===== src/rtl/spi_dac_mc.sv =====
// Multi-channel SPI DAC write controller.
// After reset it shifts one setup word, then turns each accepted channel/data
// request into a 32-bit write-and-update frame on a mode-0 SPI bus
// (SCLK idles low, MOSI changes while SCLK is low, DAC samples on the rising edge).
module spi_dac_mc #(
   parameter int          DATA_W    = 12,
   parameter int          NUM_CH    = 4,
   parameter int          CLK_DIV   = 2,
   parameter int          CS_GAP    = 2,
   parameter logic [31:0] INIT_WORD = 32'h08000001,
   parameter logic [3:0]  CMD       = 4'h3
) (
   input  logic              clk,
   input  logic              rst_n,
   input  logic              in_valid,
   output logic              in_ready,
   input  logic [3:0]        in_ch,
   input  logic [DATA_W-1:0] in_data,
   output logic              sclk,
   output logic              cs_n,
   output logic              mosi,
   output logic              busy,
   output logic              init_done,
   output logic              err
);

   localparam logic [15:0] DIV_LAST = 16'(CLK_DIV - 1);
   localparam logic [15:0] GAP_LAST = 16'(CS_GAP - 1);

   typedef enum logic [2:0] {
      ST_RST,
      ST_INIT,
      ST_SHIFT,
      ST_GAP,
      ST_IDLE
   } state_t;

   state_t      state;
   logic [31:0] sr;
   logic [4:0]  bit_cnt;
   logic [15:0] div_cnt;
   logic [15:0] gap_cnt;
   logic [15:0] data16;
   logic [31:0] frame;
   logic        ch_ok;

   // Build the outgoing frame from the request: sample left-justified in 16 bits.
   always_comb begin
      data16 = 16'(in_data) << (16 - DATA_W);
      frame  = {4'h0, CMD, in_ch, data16, 4'h0};
      ch_ok  = ({28'd0, in_ch} < 32'(NUM_CH));
   end

   // Controller FSM: setup word, then request-driven frames, each followed by a CS gap.
   always_ff @(posedge clk) begin
      if (!rst_n) begin
         state     <= ST_RST;
         cs_n      <= 1'b1;
         sclk      <= 1'b0;
         mosi      <= 1'b0;
         in_ready  <= 1'b0;
         busy      <= 1'b0;
         init_done <= 1'b0;
         err       <= 1'b0;
      end else begin
         err <= 1'b0;
         case (state)
            ST_RST: begin
               state <= ST_INIT;
            end
            ST_INIT: begin
               // Setup word goes out exactly like a data frame.
               sr      <= INIT_WORD;
               mosi    <= INIT_WORD[31];
               cs_n    <= 1'b0;
               sclk    <= 1'b0;
               busy    <= 1'b1;
               bit_cnt <= 5'd0;
               div_cnt <= 16'd0;
               state   <= ST_SHIFT;
            end
            ST_SHIFT: begin
               if (div_cnt == DIV_LAST) begin
                  div_cnt <= 16'd0;
                  if (!sclk) begin
                     sclk <= 1'b1;
                  end else begin
                     sclk <= 1'b0;
                     if (bit_cnt == 5'd31) begin
                        cs_n    <= 1'b1;
                        mosi    <= 1'b0;
                        gap_cnt <= 16'd0;
                        state   <= ST_GAP;
                     end else begin
                        bit_cnt <= bit_cnt + 5'd1;
                        sr      <= {sr[30:0], 1'b0};
                        mosi    <= sr[30];
                     end
                  end
               end else begin
                  div_cnt <= div_cnt + 16'd1;
               end
            end
            ST_GAP: begin
               if (gap_cnt == GAP_LAST) begin
                  in_ready  <= 1'b1;
                  busy      <= 1'b0;
                  init_done <= 1'b1;
                  state     <= ST_IDLE;
               end else begin
                  gap_cnt <= gap_cnt + 16'd1;
               end
            end
            ST_IDLE: begin
               if (in_valid) begin
                  if (ch_ok) begin
                     sr       <= frame;
                     mosi     <= frame[31];
                     cs_n     <= 1'b0;
                     sclk     <= 1'b0;
                     busy     <= 1'b1;
                     in_ready <= 1'b0;
                     bit_cnt  <= 5'd0;
                     div_cnt  <= 16'd0;
                     state    <= ST_SHIFT;
                  end else begin
                     // Out-of-range channel: handshake completes, nothing is sent.
                     err <= 1'b1;
                  end
               end
            end
            default: begin
               state <= ST_RST;
            end
         endcase
      end
   end

endmodule

===== config.mk =====
export PLATFORM = sky130hd
export DESIGN_NAME = spi_dac_mc
export DESIGN_NICKNAME = d
export VERILOG_FILES = /design/src/rtl/spi_dac_mc.sv
export SDC_FILE = /design/constraint.sdc
export NUM_CORES = 1
export LEC_CHECK = 0
export ABC_AREA = 1
export ABC_CLOCK_PERIOD_IN_PS = 12200
export CORE_ASPECT_RATIO = 1.2
export CORE_MARGIN = 2
export CORE_UTILIZATION = 45
export CTS_CLUSTER_SIZE = 16
export DETAILED_ROUTE_END_ITERATION = 6
export GPL_TIMING_DRIVEN = 0
export PLACE_DENSITY = 0.72
export SLEW_MARGIN = 10
export SYNTH_ARGS = -nofsm -noshare
export SYNTH_HDL_FRONTEND = slang
export SYNTH_SLANG_ARGS = --single-unit

===== constraint.sdc =====
create_clock -name clk -period 12.2 [get_ports clk]
set_input_delay 3.66 -clock clk [delete_from_list [all_inputs] [get_ports clk]]
set_output_delay 3.66 -clock clk [all_outputs]
set_load 0.01 [all_outputs]

; ---- Yosys cells after proc, flatten, opt, wreduce, memory -nomap -nowiden
; Index checks and enable logic that the tools add are counted.
[totals]
reg_bits = 78
inputBits = 19
output_inout_bits = 7
elab_cells = 95
[op_classes]
n_addsub = 3
magnitude_cmp = 1
n_eq_ne = 15
n_mux = 48
n_reduce_logical = 16
[ops]
columns = cell, n
row1 = 31-bit 2-to-1 mux, 5
row2 = 16-bit 2-to-1 mux, 7
row3 = 31-bit case mux with 3 select lines, 1
row4 = 16-bit case mux with 3 select lines, 1
row5 = 16-bit by 1-bit adder with 16-bit output (second input constant), 2
row6 = 16-bit by 1-bit equality test with 1-bit output (second input constant), 2
row7 = 16-bit case mux with 2 select lines, 1
row8 = 5-bit 2-to-1 mux, 5
row9 = 3-bit 2-to-1 mux, 6
row10 = 6-bit AND reduction, 3
row11 = 2-bit != test (second input constant), 8
row12 = 4-bit AND reduction, 4
row13 = 1-bit 2-to-1 mux, 15
row14 = 3-bit case mux with 5 select lines, 1
row15 = 5-bit case mux with 3 select lines, 1
row16 = 1-bit case mux with 3 select lines, 4
row17 = 7-bit AND reduction, 1
row18 = 3-bit by 2-bit equality test with 1-bit output (second input constant), 2
row19 = 3-bit nonzero test, 2
row20 = 5-bit by 1-bit adder with 5-bit output (second input constant), 1
row21 = 5-bit equality test (second input constant), 1
row22 = 5-bit AND reduction, 1
row23 = 4-bit by 3-bit < comparator with 1-bit output (second input constant), 1
row24 = 2-bit nonzero test, 2
row25 = 6 further kinds, 6

; ---- Logic depth before layout (Yosys ltp)
; Gate-level depths: netlist (run 1).
[depth]
depth_word = 5
depth_mapped = 11
ltp_nobuf = 11

; ---- Least setup slack after synthesis (run 1)
; No wires, ideal clock.
[synth_timing]
path_kind = input to register
startpoint = in in_ch[2]
endpoint = reg bit_cnt[0], enable pin
setup_ps = 474
arrival_time_ps = 6704
t_required_ps = 11726
path_slack_ps = 5022
cell_stages = 7
n_path_buf = 0
path_cell_list = inv_1 > nand2_1 > nand3_1 > nand2_1 > nor2_8 > inv_2 > nor3_1
[synth_via]
elab_chain_cells = 3
[synth_lines]
columns = item, line_no
row1 = from (decl), 17  ; input logic [3:0] in_ch,
row2 = 4-bit by 3-bit < comparator with 1-bit output, 51  ; ch_ok = ({28'd0, in_ch} < 32'(NUM_CH));
row3 = 2-bit != test (no line), -
row4 = 7-bit AND reduction (no line), -
row5 = to (signal assigned), 95  ; bit_cnt <= bit_cnt + 5'd1;
row6 = to (decl), 40  ; logic [4:0] bit_cnt;
; No other way between the ends.
; A chain may end at the register's enable or synchronous reset.

; ---- Worst setup path after layout (run 1)
[layout_timing]
startpoint = in in_ch[2]
endpoint = reg sr[16], enable pin
[layout_via]
elab_chain_cells = 3
[layout_lines]
columns = item, line_no
row1 = 4-bit by 3-bit < comparator with 1-bit output, 51
row2 = 2-bit != test (no line), -
row3 = 7-bit AND reduction (no line), -
row4 = to (signal assigned), 96  ; sr <= {sr[30:0], 1'b0};
row5 = to (signal assigned), 117  ; sr <= frame;
row6 = to (decl), 39  ; logic [31:0] sr;
; No other way between the ends.

==> impl_metrics.json, run 1 <==
{
  "clk_pin_slew_ns": 0.10,
  "syn_inst": 409,
  "min_path_cells": 2,
  "grt_max_degree": 17,
  "postRouteAntennaNets": 0,
  "tns_ns": 0,
  "wirelength_um": 7197,
  "p_clk_share_pct": 26.2,
  "nets": 473,
  "rsz0062_at_grt": "false",
  "vias": 2823,
  "yosys_warnings": 0,
  "irDropWorstVdd_mv": 0.1105,
  "clock.fmax_ghz": 0.1832,
  "skew_ns": 0.01643,
  "reg2reg_setup_slack_ns": 9.84,
  "first_pass_iters": 4,
  "timing.rr.start": "div_cnt[1]$_SDFFCE_PN0P_",
  "hold_end": "busy$_SDFFE_PN0P_",
  "netlist_area_um2": 3882,
  "ctsHoldBuffers": 0,
  "insertion_delay_ns": 0.37,
  "setup_viol": 0,
  "cp_max_fo": 12,
  "syn-num-nets": 434,
  "synth_edf_count": 68,
  "crit_path_start_kind": "input pin",
  "synthTopCellsByCount": "68 x edfxtp_1, 67 x nand2_1, 67 x nor2_1, 59 x inv_1, 26 x a21oi_1",
  "finalMaxSlewViolations": 0,
  "seqPwrFrac_pct": 49.0,
  "fin_ws_ns": 6.741,
  "required_ns": 12.29,
  "internal_power_mw": 0.5198,
  "arrival_ns": 5.55,
  "drc": 0,
  "reg2regPathDepth": 9,
  "ys_async_sr_fraction_pct": 0,
  "min_from": "busy$_SDFFE_PN0P_",
  "tightest_slew_ns": 0.8478,
  "ys_seq_area_share_pct": 57.75,
  "leakage_nw": 1.802,
  "post-route-period-util_pct": 44.75,
  "coreArea_um2": 8472,
  "drt_first_iter_violations": 154,
  "htreeDepth": 3,
  "synthDominantCellAreaShare_pct": 52.59,
  "num_rows": 37,
  "cts.path.max_buffers": 2,
  "hold_violations": 0,
  "max_cap_viol_count": 0,
  "switching_share_pct": 32.70,
  "grt_pass1_wl_um": 11990,
  "drive_gt1_share_pct": 10.38,
  "synth_area_leaders": "edfxtp_1 53%, nand2_1 6.5%, nor2_1 6.5%",
  "routed_via_density": 4.953,
  "n_antenna_cell": 0,
  "fp.dieH_um": 105.8,
  "synth_top_flop_cell": "edfxtp_1",
  "worst-setup-path-type": "input pin to flop",
  "cts_tree": "built",
  "hold_path_class": "flop to flop",
  "globalplace.congestion": 0.8355,
  "grt_overflow": 0,
  "synth_top_cell_by_area": "edfxtp_1",
  "avgSynthCellArea_um2": 9.493,
  "post_cts_buffers": 0,
  "fp.dieW_um": 88.79,
  "dpl.hpwl_um": 5149,
  "seq_area_um2": 2242,
  "power_mw": 0.7723,
  "yosysMostFrequentCell": "edfxtp_1",
  "grt_usage_pct": 16.46,
  "cts_made_buffers": 9,
  "p_sw_mw": 0.2525,
  "final.min_clock_period_ns": 5.459,
  "fin_cells": 570,
  "die_area_um2": 9390,
  "powerDensity_nw_per_um2": 170.6,
  "preCtsSetupSlack_ns": 6.355,
  "multiInputGateArea_um2": 1379,
  "numPlacedInstances": 554,
  "clock-sinks": 78,
  "initial_core_util_pct": 45.83,
  "max_slew_margin_pct": 43.42,
  "ctsResizeCount": 0,
  "fill_cells": 758,
  "io_pins": 26,
  "hold_ws_ns": 0.4562,
  "cp-startpoint": "in_ch[2]",
  "port_buffers": 24,
  "synth-seq-cells": 78,
  "endpoint_kind": "flop",
  "r2r-end": "gap_cnt[1]$_SDFFCE_PN0P_",
  "power_frac_comb_pct": 24.8,
  "wire_per_inst_um": 12.63,
  "cts-root-buf": "clkbuf_8",
  "grt_pass1_vias": 2690,
  "run_status": "complete, no violations",
  "syn_to_final_growth_pct": 16.56,
  "antenna_found_initial": 0,
  "yosys.cell_types.count": 35
}
-- state kept, by name (all words and copies together) (netlist names) --
register   count
bit_cnt        5
busy           1
cs_n           1
div_cnt       16
err            1
gap_cnt       16
in_ready       1
init_done      1
mosi           1
sclk           1
sr            31
state          3
-- power by group through the flow --
stage / clock network [mW] / registers, mW / logic [mW]
floorplan: 0 / 0.380 / 0.133
global placement: 0 / 0.385 / 0.176
detailed placement: 0 / 0.384 / 0.190
CTS: 0.207 / 0.378 / 0.191
global route: 0.216 / 0.383 / 0.216
finish: 0.203 / 0.378 / 0.192
-- metrics by stage --
stage / utilization [%] / instance area (um^2)
after floorplan: - / 3882
after global placement: 50.39 / 4269
after detailed placement: 50.92 / 4314
after CTS: 53.33 / 4518
after global routing: 53.42 / 4526
final: 53.42 / 4526
-- worst max-delay path: stages --
cell and delay, ns:
clkdlybuf4s50_1 0.40, inv_1 0.07, nand2_1 0.10, nand3_1 0.11, nand2_1 0.19, nor2_8 0.20, inv_2 0.07, nor3_2 0.15
buf_4 0.23, buf_6 0.18, buf_4 0.19
-- cell families (layout without fill, tap and decap cells) --
kind of cell,count (synthesis),after routing,share of synthesized area [%]
AND/OR/NAND/NOR,194,194,23.27
flip-flops,78,78,57.75
buffers and inverters,70,114,7.122
AO/OA/AOI/OAI,59,59,9.474
adder cells (fa/ha/maj),6,6,1.934
XOR/XNOR,2,2,0.4513
-- layout by cell type (no fill, tap or decap), types with 2 or more instances in the layout --
cell             count
inv_2                3
a31oi_1              2
nor3b_1              4
inv_1               59
buf_6                3
a21oi_1             26
nor3_2               4
nand2_1             67
clkbuf_8             9
clkdlybuf4s50_1     24
or2_1                2
ha_1                 6
nand4_1              8
o21a_1               3
nand3_1             19
nand3b_1             2
nand2_2              2
clkbuf_1             2
nor2_2               2
nor2_4               2
inv_6                2
buf_4                2
nor3_1               8
edfxtp_1            68
nand3_2              2
a22o_1              14
buf_2                5
nand2_4              2
dfxtp_1             10
nor2_1              66
or2_2                2
o21ai_0             11
-- metal layers --
metal / share of wire, % / track usage [%] / wire [um] / vias to the layer above
li1: - / - / - / 1450
met1: 46 / 21.73 / 3331 / 1325
met2: 49 / 25.75 / 3514 / 40
met3: 3.4 / 4.620 / 247 / 8
met4: 1.4 / 5.844 / 103 / 0
met5: 0 / 0 / 0 / -
-- final cells by class --
cell class	count	share of cell area [%]
timing repair buffer	28	6.138
clock buffer	9	2.737
sequential	78	49.54
multi-input combinational	261	30.47
tap	117	3.235
inverter	62	5.142
clock inverter	7	1.769
buffer	8	0.9677
-- worst max path at each step --
stage | end | slack, ns | cells past startpoint
6_report | sr[16]$_DFFE_PP_ | 6.74 | 11
5_1_grt | div_cnt[5]$_SDFFCE_PN0P_ | 6.62 | 8
4_1_cts | div_cnt[13]$_SDFFCE_PN0P_ | 6.74 | 8
3_5_place_dp | sr[19]$_DFFE_PP_ | 6.36 | 11
3_3_place_gp | sr[20]$_DFFE_PP_ | 3.61 | 8
2_1_floorplan | bit_cnt[0]$_SDFFCE_PP0P_ | 5.02 | 7
No activity file was read; power rests on OpenSTA's default activity.
==> run 2: changes to the inputs <==
--- a/config.mk
+++ b/config.mk
@@ -6,14 +6,14 @@
 export NUM_CORES = 1
 export LEC_CHECK = 0
 export ABC_AREA = 1
-export ABC_CLOCK_PERIOD_IN_PS = 12200
+export ABC_CLOCK_PERIOD_IN_PS = 4500
 export CORE_ASPECT_RATIO = 1.2
 export CORE_MARGIN = 2
 export CORE_UTILIZATION = 45
 export CTS_CLUSTER_SIZE = 16
 export DETAILED_ROUTE_END_ITERATION = 6
 export GPL_TIMING_DRIVEN = 0
-export PLACE_DENSITY = 0.72
+export PLACE_DENSITY = 0.74
 export SLEW_MARGIN = 10
 export SYNTH_ARGS = -nofsm -noshare
 export SYNTH_HDL_FRONTEND = slang
==> constraint.sdc (replaced) <==
create_clock -name clk -period 4.5 [get_ports clk]
set_input_delay 1.35 -clock clk [delete_from_list [all_inputs] [get_ports clk]]
set_output_delay 1.35 -clock clk [all_outputs]
set_load 0.01 [all_outputs]
==> impl_metrics.json, run 2 (synthesis results as in run 1) <==
{
  "seq_area_um2": 2242,
  "antenna_found_initial": 0,
  "largest_register_ffs": 31,
  "cts.path.max_buffers": 2,
  "max_slew_margin_pct": 42.70,
  "multiInputGateArea_um2": 1385,
  "preCtsSetupSlack_ns": 0.7690,
  "skew_ns": 0.01246,
  "wirelength_um": 7133,
  "fill_cells": 728,
  "largest-register": "sr",
  "endpoint_kind": "flop",
  "clk_pin_slew_ns": 0.08,
  "final_cell_mix": "68 x edfxtp_1, 67 x nand2_1, 66 x nor2_1",
  "worst-setup-path-type": "input pin to flop",
  "crit_path_start_kind": "input pin",
  "clock.fmax_ghz": 0.3012,
  "grt_max_degree": 17,
  "setup_viol": 0,
  "arrival_ns": 3.40,
  "insertion_delay_ns": 0.36,
  "postRouteAntennaNets": 0,
  "syn_to_final_growth_pct": 16.08,
  "ctsResizeCount": 0,
  "grt_pass1_wl_um": 11980,
  "numPlacedInstances": 552,
  "fp.dieH_um": 105.8,
  "num_rows": 37,
  "initial_core_util_pct": 45.83,
  "layout_commonest_cell": "edfxtp_1",
  "finalMaxSlewViolations": 0,
  "reg.largest.list": "sr: 31 flops, div_cnt: 16 flops, gap_cnt: 16 flops",
  "drc": 0,
  "fp.dieW_um": 88.79,
  "run_status": "complete, no violations",
  "cts-root-buf": "clkbuf_8",
  "routed_via_density": 4.979,
  "fin_cells": 568,
  "clock-sinks": 78,
  "coreArea_um2": 8472,
  "rsz0062_at_grt": "false",
  "first_pass_iters": 5,
  "cts_made_buffers": 9,
  "fin_ws_ns": 1.180,
  "cts_tree": "built",
  "die_area_um2": 9390,
  "hold_path_class": "flop to flop",
  "required_ns": 4.58,
  "drive_gt1_share_pct": 9.756,
  "wire_per_inst_um": 12.56,
  "post-route-period-util_pct": 73.77,
  "grt_pass1_vias": 2698,
  "tightest_slew_ns": 0.8586,
  "post_cts_buffers": 0,
  "final.min_clock_period_ns": 3.320,
  "powerDensity_nw_per_um2": 456.7,
  "grt_overflow": 0,
  "drt_first_iter_violations": 175,
  "leakage_nw": 1.792,
  "hold_violations": 0,
  "vias": 2828,
  "dpl.hpwl_um": 5028,
  "max_cap_viol_count": 0,
  "htreeDepth": 3,
  "globalplace.congestion": 0.8595,
  "cp_max_fo": 15,
  "n_antenna_cell": 0,
  "irDropWorstVdd_mv": 0.2910,
  "ctsHoldBuffers": 0,
  "grt_usage_pct": 16.53,
  "port_buffers": 24,
  "io_pins": 26,
  "nets": 471
}
run 2: where the power goes:
| group | switching, mW | leakage, nW | internal [mW] | total [mW] |
|---|---|---|---|---|
| Clock | 0.259 | 0.100 | 0.255 | 0.515 |
| Sequential | 0.0739 | 0.720 | 0.952 | 1.03 |
| Combinational | 0.326 | 0.972 | 0.192 | 0.518 |
| Total | 0.659 | 1.79 | 1.40 | 2.06 |
run 2: path summary, 6_finish.rpt:
path | from | to | slack, ns | depth (start not counted)
setup / recovery | in_ch[2] | sr[11]$_DFFE_PP_ | 1.18 | 10
hold reg to reg | busy$_SDFFE_PN0P_ | busy$_SDFFE_PN0P_ | 0.45 | 2
setup reg to reg | div_cnt[1]$_SDFFCE_PN0P_ | sr[11]$_DFFE_PP_ | 1.97 | 11
hold / removal | busy$_SDFFE_PN0P_ | busy$_SDFFE_PN0P_ | 0.45 | 2
run 2: cell type report:
| type | instances | share of cell area [%] |
|---|---|---|
| Tap cell | 117 | 3.248 |
| Multi-Input combinational cell | 261 | 30.73 |
| Sequential cell | 78 | 49.75 |
| Clock inverter | 6 | 1.388 |
| Timing Repair Buffer | 26 | 5.913 |
| Inverter | 62 | 5.164 |
| Buffer | 8 | 0.9717 |
| Clock buffer | 10 | 2.832 |
run 2: critical path, cell delays in order:
cell and delay (ns):
clkdlybuf4s50_1 0.40, inv_1 0.07, nand2_1 0.07, nand3_1 0.10, nand2_1 0.19, nor2_8 0.20
inv_2 0.08, nor3_4 0.51, buf_6 0.25, buf_8 0.18
run 2: through the flow:
stage / util [%] / setup TNS [ns] / hold slack (ns) / cell area [um^2] / total power [mW]
after floorplan: - / 0 / 0.4699 / 3887 / 1.391
after global placement: 50.45 / -11.28 / 0.4429 / 4274 / 1.520
after detailed placement: 50.95 / 0 / 0.4417 / 4317 / 1.558
after CTS: 53.20 / 0 / 0.4509 / 4507 / 2.074
after global routing: 53.20 / 0 / 0.4889 / 4507 / 2.179
final: 53.20 / 0 / 0.4476 / 4507 / 2.058
run 2: per-layer routing:
layer | global-route usage [%] | vias to the layer above | routed length (um)
met1 | 20.77 | 1307 | 3257
met5 | 0 | - | 0
met2 | 26.92 | 52 | 3478
met3 | 3.524 | 18 | 252
met4 | 7.468 | 0 | 146
li1 | - | 1451 | -
==> run 3: changes to the inputs <==
--- a/config.mk
+++ b/config.mk
@@ -6,7 +6,7 @@
 export NUM_CORES = 1
 export LEC_CHECK = 0
 export ABC_AREA = 1
-export ABC_CLOCK_PERIOD_IN_PS = 4500
+export ABC_CLOCK_PERIOD_IN_PS = 2800
 export CORE_ASPECT_RATIO = 1.2
 export CORE_MARGIN = 2
 export CORE_UTILIZATION = 45
==> constraint.sdc (replaced) <==
create_clock -name clk -period 2.8 [get_ports clk]
set_input_delay 0.84 -clock clk [delete_from_list [all_inputs] [get_ports clk]]
set_output_delay 0.84 -clock clk [all_outputs]
set_load 0.01 [all_outputs]
==> impl_metrics.json, run 3 (synthesis results as in run 1) <==
{
  "grt_max_degree": 21,
  "reg.largest.list": "sr: 31 flops, div_cnt: 16 flops, gap_cnt: 16 flops",
  "hold_violations": 0,
  "met2_usage_pct": 25.96,
  "clock.fmax_ghz": 0.3752,
  "htreeDepth": 3,
  "layout_commonest_cell": "edfxtp_1",
  "irDropWorstVdd_mv": 0.5255,
  "endpoint_kind": "flop",
  "post_cts_buffers": 1,
  "cts_tree": "built",
  "powerDensity_nw_per_um2": 720.8,
  "reg2reg_setup_slack_ns": 0.37,
  "grt_overflow": 0,
  "cts.path.max_buffers": 2,
  "r2r-end": "gap_cnt[3]$_SDFFCE_PN0P_",
  "grt_pass1_wl_um": 12370,
  "worst-setup-path-type": "input pin to flop",
  "fill_cells": 761,
  "cts-root-buf": "clkbuf_8",
  "antenna_found_initial": 0,
  "hold_path_class": "flop to flop",
  "nets": 471,
  "arrival_ns": 2.64,
  "fin_ws_ns": 0.1347,
  "io_pins": 26,
  "fp.dieH_um": 105.8,
  "drive_gt1_share_pct": 9.534,
  "ctsHoldBuffers": 0,
  "final.min_clock_period_ns": 2.665,
  "hold_end": "busy$_SDFFE_PN0P_",
  "preCtsSetupSlack_ns": -0.4301,
  "port_buffers": 24,
  "vias": 2805,
  "insertion_delay_ns": 0.35,
  "grt_usage_pct": 16.81,
  "slowest_delay_ns": 0.67,
  "min_from": "busy$_SDFFE_PN0P_",
  "leakage_nw": 1.776,
  "hold_ws_ns": 0.4719,
  "ctsResizeCount": 0,
  "cp_max_fo": 16,
  "required_ns": 2.78,
  "met3_usage_pct": 3.446,
  "finalMaxSlewViolations": 0,
  "syn_to_final_growth_pct": 15.57,
  "drc": 0,
  "rsz0062_at_grt": "false",
  "postRouteAntennaNets": 0,
  "largest_register_ffs": 31,
  "crit_path_start_kind": "input pin",
  "wire_per_inst_um": 12.72,
  "clk_pin_slew_ns": 0.08,
  "dpl.hpwl_um": 5024,
  "min_path_cells": 2,
  "drt_first_iter_violations": 157,
  "reg2regPathDepth": 9,
  "use_met1_pct": 22.93,
  "crit_chain": "clkdlybuf4s50_1 -> inv_1 -> nand2_1 -> nand3_1 -> nand2_1 -> nor2_8 -> inv_2 -> nor2_2",
  "run_status": "complete, no violations",
  "wirelength_um": 7226,
  "first_pass_iters": 4,
  "num_rows": 37,
  "tightest_slew_ns": 0.8905,
  "skew_ns": 0.01101,
  "max_slew_margin_pct": 40.44,
  "setup_viol": 0,
  "clock-sinks": 78,
  "largest-register": "sr",
  "power_mw": 3.234,
  "max_cap_viol_count": 0,
  "grt_pass1_vias": 2815,
  "coreArea_um2": 8472,
  "busiest_layer": "met2",
  "cp_slowest_cell": "nor2_2",
  "final_cell_mix": "68 x edfxtp_1, 67 x nand2_1, 66 x nor2_1",
  "die_area_um2": 9390,
  "routed_via_density": 4.938,
  "n_antenna_cell": 0,
  "post-route-period-util_pct": 95.19,
  "initial_core_util_pct": 45.83,
  "globalplace.congestion": 0.8317,
  "cts_made_buffers": 9,
  "fp.dieW_um": 88.79,
  "timing.rr.start": "div_cnt[1]$_SDFFCE_PN0P_",
  "crit_path_frequent_cell": "nand2_1"
}
## run 3: cell type report
type                    count  area, um^2  share of cell area [%]
well taps                 117       146.4                   3.263
flip-flops and latches     78        2242                   49.97
clock inverters             7       50.05                   1.115
inverters                  62       232.7                   5.187
clock buffers               9       123.9                   2.761
multi-input cells         261        1385                   30.87
repair buffers             26       262.8                   5.856
plain buffers               8       43.79                  0.9760
## run 3: critical path, delay by kind of cell
kind                   cells  cell delay [ns]
AND/OR/NAND/NOR            5             1.24
buffers and inverters      3             0.56
## run 3: worst max path at each step
stage | endpoint | start | slack (ns)
finish | div_cnt[7]$_SDFFCE_PN0P_ | in_ch[3] | 0.13
global placement | sr[13]$_DFFE_PP_ | in_ch[2] | -0.76
CTS | gap_cnt[9]$_SDFFCE_PN0P_ | div_cnt[1]$_SDFFCE_PN0P_ | 0.009
global route | div_cnt[12]$_SDFFCE_PN0P_ | in_ch[2] | 0.01
detailed placement | sr[13]$_DFFE_PP_ | in_ch[3] | -0.43
floorplan | bit_cnt[0]$_SDFFCE_PP0P_ | in_ch[2] | 0.07
## run 3: report_power, final
part	internal (mW)	switching [mW]	leakage, nW	total [mW]
sequential	1.53	0.115	0.720	1.65
combinational	0.305	0.527	0.971	0.832
clock	0.323	0.433	0.0849	0.756
## run 3: layer usage
layer / wire (um) / up-vias
li1: - / 1446
met1: 3386 / 1304
met2: 3442 / 46
met5: 0 / -
met3: 260 / 9
met4: 137 / 0
## run 3: stage by stage
| step | setup TNS [ns] | instances | util, % | cell area, um^2 |
|---|---|---|---|---|
| final | 0 | 568 | 52.96 | 4487 |
| after global routing | 0 | 568 | 52.96 | 4487 |
| after CTS | 0 | 568 | 52.87 | 4479 |
| after detailed placement | -16.50 | 551 | 50.73 | 4298 |
| after global placement | -36.31 | 550 | 50.52 | 4280 |
| after floorplan | 0 | 409 | - | 3894 |
